$ cat config.mk
export PLATFORM = sky130hd
export DESIGN_NAME = div_seq
export DESIGN_NICKNAME = d
export VERILOG_FILES = /design/src/rtl/div_seq.sv
export SDC_FILE = /design/constraint.sdc
export NUM_CORES = 1
export LEC_CHECK = 0
export CAP_MARGIN = 20
export CELL_PAD_IN_SITES_DETAIL_PLACEMENT = 0
export CELL_PAD_IN_SITES_GLOBAL_PLACEMENT = 1
export CORE_MARGIN = 2
export CORE_UTILIZATION = 45
export CTS_CLUSTER_DIAMETER = 40
export DETAILED_ROUTE_END_ITERATION = 10
export PLACE_DENSITY_LB_ADDON = 0.1
export SLEW_MARGIN = 20
export SYNTH_ARGS = -nofsm -noshare
export SYNTH_HDL_FRONTEND = slang
export SYNTH_SLANG_ARGS = --single-unit
$ cat constraint.sdc
create_clock -name clk -period 15.35 [get_ports clk]
set_input_delay 3.07 -clock clk [delete_from_list [all_inputs] [get_ports clk]]
set_output_delay 3.07 -clock clk [all_outputs]
set_load 0.005 [all_outputs]
$ cat src/rtl/div_seq.sv
// div_seq: multi-cycle signed divider, radix-2 non-restoring, one quotient
// bit per clock. Quotient on zlow (LO), remainder on zhigh (HI).
// Fixed latency: done pulses WIDTH+3 cycles after the accepting edge.
module div_seq #(
  parameter int WIDTH = 32
) (
  input  logic             clk,
  input  logic             clear,
  input  logic             start,
  input  logic [WIDTH-1:0] dividend,
  input  logic [WIDTH-1:0] divisor,
  output logic             busy,
  output logic             done,
  output logic [WIDTH-1:0] zlow,
  output logic [WIDTH-1:0] zhigh,
  output logic             div_by_zero
);

  localparam int CW = (WIDTH > 1) ? $clog2(WIDTH) : 1;
  localparam logic [WIDTH-1:0] ONE_W = {{(WIDTH-1){1'b0}}, 1'b1};

  typedef enum logic [2:0] {
    S_IDLE  = 3'd0,
    S_SETUP = 3'd1,
    S_ITER  = 3'd2,
    S_FIXUP = 3'd3,
    S_DONE  = 3'd4
  } state_t;

  state_t state;

  // Latched operands; a_lat is also the remainder reported on divide-by-zero.
  logic [WIDTH-1:0] a_lat;
  logic [WIDTH-1:0] b_lat;
  // Divisor magnitude is WIDTH+1 bits so the add/subtract matches the
  // WIDTH+1-bit partial remainder. The dividend magnitude (up to 2^(WIDTH-1))
  // is held unsigned in the quotient shift register.
  logic [WIDTH:0]   b_mag;
  logic [WIDTH:0]   p_reg;
  logic [WIDTH-1:0] q_reg;
  logic [CW-1:0]    cnt;
  logic             q_neg;
  logic             r_neg;
  logic             dbz;
  logic [WIDTH-1:0] q_res;
  logic [WIDTH-1:0] r_res;

  logic [WIDTH-1:0] a_abs;
  logic [WIDTH-1:0] b_abs;
  logic [WIDTH:0]   p_shift;
  logic [WIDTH:0]   p_next;
  logic [WIDTH-1:0] q_next;
  logic [WIDTH-1:0] r_low;
  logic [WIDTH-1:0] q_signed;
  logic [WIDTH-1:0] r_signed;

  // Operand magnitudes; -2^(WIDTH-1) maps to 2^(WIDTH-1) as an unsigned value.
  always_comb begin
    a_abs = a_lat;
    b_abs = b_lat;
    if (a_lat[WIDTH-1]) begin
      a_abs = ~a_lat + ONE_W;
    end else begin
      a_abs = a_lat;
    end
    if (b_lat[WIDTH-1]) begin
      b_abs = ~b_lat + ONE_W;
    end else begin
      b_abs = b_lat;
    end
  end

  // One non-restoring step: shift in the next dividend bit, then subtract
  // when the partial remainder is non-negative, add when it is negative.
  always_comb begin
    p_shift = {p_reg[WIDTH-1:0], q_reg[WIDTH-1]};
    p_next  = p_shift;
    if (p_reg[WIDTH]) begin
      p_next = p_shift + b_mag;
    end else begin
      p_next = p_shift - b_mag;
    end
    q_next = {q_reg[WIDTH-2:0], ~p_next[WIDTH]};
  end

  // Final correction and sign application. The corrected remainder is below
  // the divisor magnitude, so its low WIDTH bits carry the full value.
  always_comb begin
    r_low = p_reg[WIDTH-1:0];
    if (p_reg[WIDTH]) begin
      r_low = p_reg[WIDTH-1:0] + b_mag[WIDTH-1:0];
    end else begin
      r_low = p_reg[WIDTH-1:0];
    end
    if (q_neg) begin
      q_signed = ~q_reg + ONE_W;
    end else begin
      q_signed = q_reg;
    end
    if (r_neg) begin
      r_signed = ~r_low + ONE_W;
    end else begin
      r_signed = r_low;
    end
  end

  // Control FSM with all datapath registers and registered outputs.
  always_ff @(posedge clk or negedge clear) begin
    if (!clear) begin
      state       <= S_IDLE;
      a_lat       <= {WIDTH{1'b0}};
      b_lat       <= {WIDTH{1'b0}};
      b_mag       <= {(WIDTH+1){1'b0}};
      p_reg       <= {(WIDTH+1){1'b0}};
      q_reg       <= {WIDTH{1'b0}};
      cnt         <= {CW{1'b0}};
      q_neg       <= 1'b0;
      r_neg       <= 1'b0;
      dbz         <= 1'b0;
      q_res       <= {WIDTH{1'b0}};
      r_res       <= {WIDTH{1'b0}};
      busy        <= 1'b0;
      done        <= 1'b0;
      zlow        <= {WIDTH{1'b0}};
      zhigh       <= {WIDTH{1'b0}};
      div_by_zero <= 1'b0;
    end else begin
      case (state)
        S_IDLE: begin
          done <= 1'b0;
          if (start) begin
            a_lat <= dividend;
            b_lat <= divisor;
            busy  <= 1'b1;
            state <= S_SETUP;
          end
        end
        S_SETUP: begin
          q_reg <= a_abs;
          b_mag <= {1'b0, b_abs};
          p_reg <= {(WIDTH+1){1'b0}};
          q_neg <= a_lat[WIDTH-1] ^ b_lat[WIDTH-1];
          r_neg <= a_lat[WIDTH-1];
          dbz   <= (b_lat == {WIDTH{1'b0}});
          cnt   <= CW'(WIDTH - 1);
          state <= S_ITER;
        end
        S_ITER: begin
          p_reg <= p_next;
          q_reg <= q_next;
          if (cnt == {CW{1'b0}}) begin
            state <= S_FIXUP;
          end else begin
            cnt <= cnt - CW'(1);
          end
        end
        S_FIXUP: begin
          // Divide-by-zero still runs the iterations; only the result differs.
          if (dbz) begin
            q_res <= {WIDTH{1'b1}};
            r_res <= a_lat;
          end else begin
            q_res <= q_signed;
            r_res <= r_signed;
          end
          state <= S_DONE;
        end
        S_DONE: begin
          done        <= 1'b1;
          busy        <= 1'b0;
          zlow        <= q_res;
          zhigh       <= r_res;
          div_by_zero <= dbz;
          state       <= S_IDLE;
        end
        default: begin
          state <= S_IDLE;
          busy  <= 1'b0;
          done  <= 1'b0;
        end
      endcase
    end
  end

endmodule

==> Word level (Yosys, flattened, before mapping) <==
Index checks and enable logic that the tools add are counted.
{ "word_totals": {"ff_bits": 303, "input_bits": 67, "out_inout_bits": 67, "word_cells": 66} }
{ "op_classes": {"add_sub_neg": 8, "n_eq_ne": 7, "muxes": 18, "n_bitwise": 7, "reduce_logical": 9} }
{ "ops": {"columns": ["operator", "count"], "rows": [
  ["$mux 32", 7],
  ["$add 32x1->32 const B", 4],
  ["$not 32->32", 4],
  ["$pmux 33 s2", 1],
  ["$pmux 32 s2", 1],
  ["$add 33x32->33", 1],
  ["$mux 33", 1],
  ["$sub 33x32->33", 1],
  ["$add 32x32->32", 1],
  ["$logic_not 32->1", 1],
  ["$pmux 3 s4", 1],
  ["$pmux 5 s2", 1],
  ["$reduce_and 2->1", 4],
  ["$eq 3x2->1 const B", 2],
  ["$mux 3", 2],
  ["$ne 2x2->1 const B", 3],
  ["$logic_not 5->1", 1],
  ["$mux 5", 1],
  ["$sub 5x1->5 const B", 1],
  ["$pmux 1 s2", 2],
  ["$eq 3x1->1 const B", 1],
  ["$eq 3x3->1 const B", 1],
  ["$logic_not 3->1", 1],
  ["$reduce_or 3->1", 1],
  ["other kinds (4)", 5]
]} }

==> Longest topological paths before layout <==
{ "logic_depth": {"depth_word": 6, "mapped_depth": 21} }

==> Worst setup path before layout <==
No wires, ideal clock.
{ "synth_timing": {"kind": "register -> register", "start": "reg p_reg[32]", "end": "reg p_reg[28]", "setup_time_ns": 0.069, "arrival_ns": 5.009, "required_time_ns": 15.281, "setup_slack_ns": 10.272, "stages_incl_launch_ff": 22, "n_path_buf": 7, "period_less_slack_ns": 5.078, "cell_sequence": "dfrtp_1 clkbuf_1 buf_2 buf_2 clkbuf_1 clkbuf_1 clkbuf_1 buf_1 mux2_2 inv_1 fa_1 nor2b_1 o21ai_0 a21boi_0 o21ai_0 nand2_1 a21oi_1 a211o_1 a31oi_1 a21oi_1 or4b_2 nand3_1"} }
{ "synth_between": {"elab_chain_len": 2} }
{ "synth_lines": {"columns": ["element", "line_no", "text"], "rows": [
  ["from (decl)", "39", "logic [WIDTH:0] p_reg;"],
  ["from (signal assigned)", "114", "p_reg <= {(WIDTH+1){1'b0}};"],
  ["from (signal assigned)", "141", "p_reg <= {(WIDTH+1){1'b0}};"],
  ["from (signal assigned)", "149", "p_reg <= p_next;"],
  ["$mux 33", "78", "if (p_reg[WIDTH]) begin"],
  ["$pmux 33 s2", "128", "case (state)"]
]} }
No other way between the ends.
A chain may end at the register's enable or synchronous reset.

==> Worst setup path after layout <==
Ends and elaborated chain as after synthesis.

==> results by group <==
Cells and area
  • Post-layout nets: ~2.2k
  • Largest register FFs: 33
  • Register Area: 7580 um2
  • N_diodes: 0
  • Final Cell Area: approximately 22000 um2
  • Syn-to-layout area delta: 18.7%
  • Fill cells: 3800
  • Share of cells above drive strength 1: 12.6%
  • Multi-input gate area: 10500 um2

Timing
  • Max Freq: 198 MHz
  • Unrepaired setup endpoints after global routing: false
  • Pins Over Slew Limit: 0
  • Sum Neg Setup Slack: 0 ps
  • Final setup violation count: 0
  • Tcrit/Tclk final: approximately a third
  • Slew margin rel.: 35.9%
  • Fin crit period: a little over 5000 ps
  • Worst Max-Slew Pin Slew: around 960 ps
  • Clk_skew: approximately 36 ps
  • Final hold vios: 0

Synth
  • Synth Register Bits: 303
  • Syn Area/Cell: 9.30 um2
  • Mapped Area: 18600 um2
  • Cells after Synth: 2002
  • Syn nets: 2141
  • Ys Warns: 0
  • Post-synthesis async set-or-reset flop share: between 90% and 100%
  • Synth unique cells: 78
  • Top FF cell, synth: dfrtp_1
  • EDFF count, synth: 0
  • Seq/Total Area, Yosys: 40.7%

Place
  • Post-place instance area: 20400 um2
  • Routability cong.: a little under 0.9
  • I/O Buffers: 133
  • DP Wirelength: 37.5 mm

Setup path
  • Worst EP arrival: 5560 ps
  • Crit path kind: reg -> reg
  • Worst endpoint required time: around 16000 ps
  • R2r setup slk: ~10000 ps
  • CP endpoint kind: register
  • CP Max Fanout: 60
  • Setup crit start kind: register

CTS
  • CTS Sinks: 303
  • CTS tree: built
  • Clock transition at the registers of the reported paths: 60 ps
  • Total CTS buffers: 49
  • CTS Root Cell: clkbuf_16
  • Max Root-Sink Buffers: 3
  • Setup bufs post-CTS: 0
  • Worst skew pair latency: ~610 ps
  • # hold bufs at CTS: 0
  • Cts repair resizes: 0
  • H-tree levels: 2

Power
  • Pwr/cell area: 273 nW/um2
  • Sequential share of power: between 20 and 30%
  • Net Sw Frac: 45.1%
  • Clock power frac: 18.4%
  • Comb pwr share: 53.7%
  • Worst vdd ir: 0.135 mV
  • Pint: 3.31 mW
  • P_leak: 9.31 nW
  • Net Sw Power: 2.72 mW

Route
  • Vias/cell: 5.71
  • Routed WL per cell: 19.2 um
  • Detailed Routing Iterations Pass 1: 5
  • DRT antenna net count: 0
  • Routed WL: around 51 mm
  • DRC viols: 0
  • Vias: 15.3k
  • Drt initial violations: 1136

Floorplan
  • CORE AREA: 40800 um2
  • Starting Density: 45.6%
  • Row Count: 74
  • Ports: roughly 130
  • Height of the die: 207 um
  • Die ar.: roughly 43000 um2
  • Die W: 207 um

Global routing
  • Global-route wire length before repair: 83.6 mm
  • Vias in the first global route: 15.2k
  • Initial antenna violation count: 0
  • GR Util All Layers: between 20% and 30%
  • Largest net degree at the start of global routing: about 120
  • GR Overflow Total: 0

Worst hold path
  • Hold Crit Class: reg -> reg

Run
  • Max_cap viols: 0

Outcome
  • Status: finished clean
-- cells by family after synthesis --
group,Yosys count,share of synthesized area [%]
flip-flops,303,40.7
AND/OR/NAND/NOR,591,15.1
XOR/XNOR,186,8.75
adder cells (fa/ha/maj),72,4.92
multiplexers,147,8.77
buffers and inverters,135,2.78
AO/OA/AOI/OAI,568,18.9
-- metal layers --
layer	vias up	global-route usage, %	share of wire (%)	wire length [um]
met3	72	2.86	3.8	1950
met1	7437	32.7	46	23600
met2	313	40.1	48	24500
met5	-	0	0	0
li1	7457	-	-	-
met4	0	7.54	2.4	1240
-- cell usage after synthesis, types with 9 or more instances --
cell type | n | area, um2
and3_1 | 14 | 87.6
mux2i_1 | 19 | 190
o31ai_1 | 30 | 225
o21ai_1 | 9 | 45.0
or4_1 | 17 | 128
ha_1 | 70 | 876
nor4_1 | 11 | 68.8
nand2_1 | 218 | 818
o211ai_1 | 13 | 97.6
mux2_2 | 128 | 1440
nor2b_1 | 12 | 75.1
nor2_1 | 142 | 533
o21a_1 | 15 | 113
nand4_1 | 13 | 81.3
nand3_1 | 31 | 155
xnor2_1 | 56 | 490
o21ai_0 | 186 | 931
a21o_1 | 24 | 180
inv_1 | 36 | 135
nor3_1 | 50 | 250
nand2b_1 | 19 | 119
dfrtp_1 | 303 | 7580
a31oi_1 | 19 | 119
or3_1 | 22 | 138
a22oi_1 | 34 | 255
a21oi_1 | 150 | 751
clkbuf_1 | 85 | 319
o41ai_1 | 12 | 105
xor2_1 | 130 | 1140
-- cells in the final DEF, fill, tap and decap left out, types with 6 or more instances in the layout --
master	instances
o31ai_1	30
a21oi_1	150
buf_4	17
xor2_1	130
a211o_1	6
and3_1	13
dfrtp_1	301
nor4_1	11
nand2_1	218
o21ai_1	9
xnor2_1	56
or3_1	22
clkbuf_16	49
mux2i_1	19
o21ai_0	186
o21a_1	15
nand3_1	31
o21bai_1	8
a22oi_1	34
nor2b_1	12
a31oi_1	19
or2_2	6
nor3_1	49
nand4_1	13
o41ai_1	12
a21o_1	24
or4_1	17
and2_1	7
o211ai_1	13
a211oi_1	7
nand2b_1	19
clkdlybuf4s50_1	132
clkinv_4	7
nor2_1	140
inv_1	35
clkinvlp_4	9
mux2_2	128
ha_1	70
-- metrics by stage --
step           hold WS [ps]  instances  total power [mW]  setup slack, ps  utilization (%)
2_1_floorplan           444       2002              3.93            10270                -
3_3_place_gp            465       2587              4.87             9850             49.9
4_1_cts                 484       2677              6.07            10330             54.1
3_5_place_dp            471       2587              4.92             9810             49.9
5_1_grt                 494       2677              6.55             9920             54.1
6_report                474       2677              6.04            10310             54.1
-- power by group through the flow --
stage          Combinational (mW)  Clock (mW)  Sequential (mW)
4_1_cts                      3.25        1.14             1.68
5_1_grt                      3.64        1.17             1.74
2_1_floorplan                2.44           0             1.49
3_5_place_dp                 3.23           0             1.69
3_3_place_gp                 3.19           0             1.68
6_report                     3.24        1.11             1.68
-- final cells by class --
cell class,count,share of cell area [%]
Sequential cell,303,34.3
Timing Repair Buffer,150,6.63
Tap cell,532,3.01
Clock buffer,58,5.89
Inverter,38,0.646
Multi-Input combinational cell,1564,47.7
Clock inverter,32,1.79
-- worst max-delay path, cell delays in order (launching register included) --
cell	delay, ps
dfrtp_2	720
buf_4	620
mux2_2	290
inv_1	50
fa_1	420
nor2b_1	120
o21ai_0	130
a21boi_0	460
o21ai_0	220
nand2_1	130
a21oi_1	100
a211o_1	320
a31oi_1	460
a21oi_1	150
or4b_2	620
nand3_1	90
-- path summary, 6_finish.rpt --
kind                           start   endpoint  cells past startpoint
min reg2reg                 r_res[8]   r_res[8]                      2
max                        p_reg[32]  p_reg[28]                     15
min in group asynchronous      clear   zlow[24]                      1
max in group asynchronous      clear  p_reg[32]                      3
max reg2reg                p_reg[32]  p_reg[28]                     15
min                         r_res[8]   r_res[8]                      2
No activity file was read; power rests on OpenSTA's default activity.
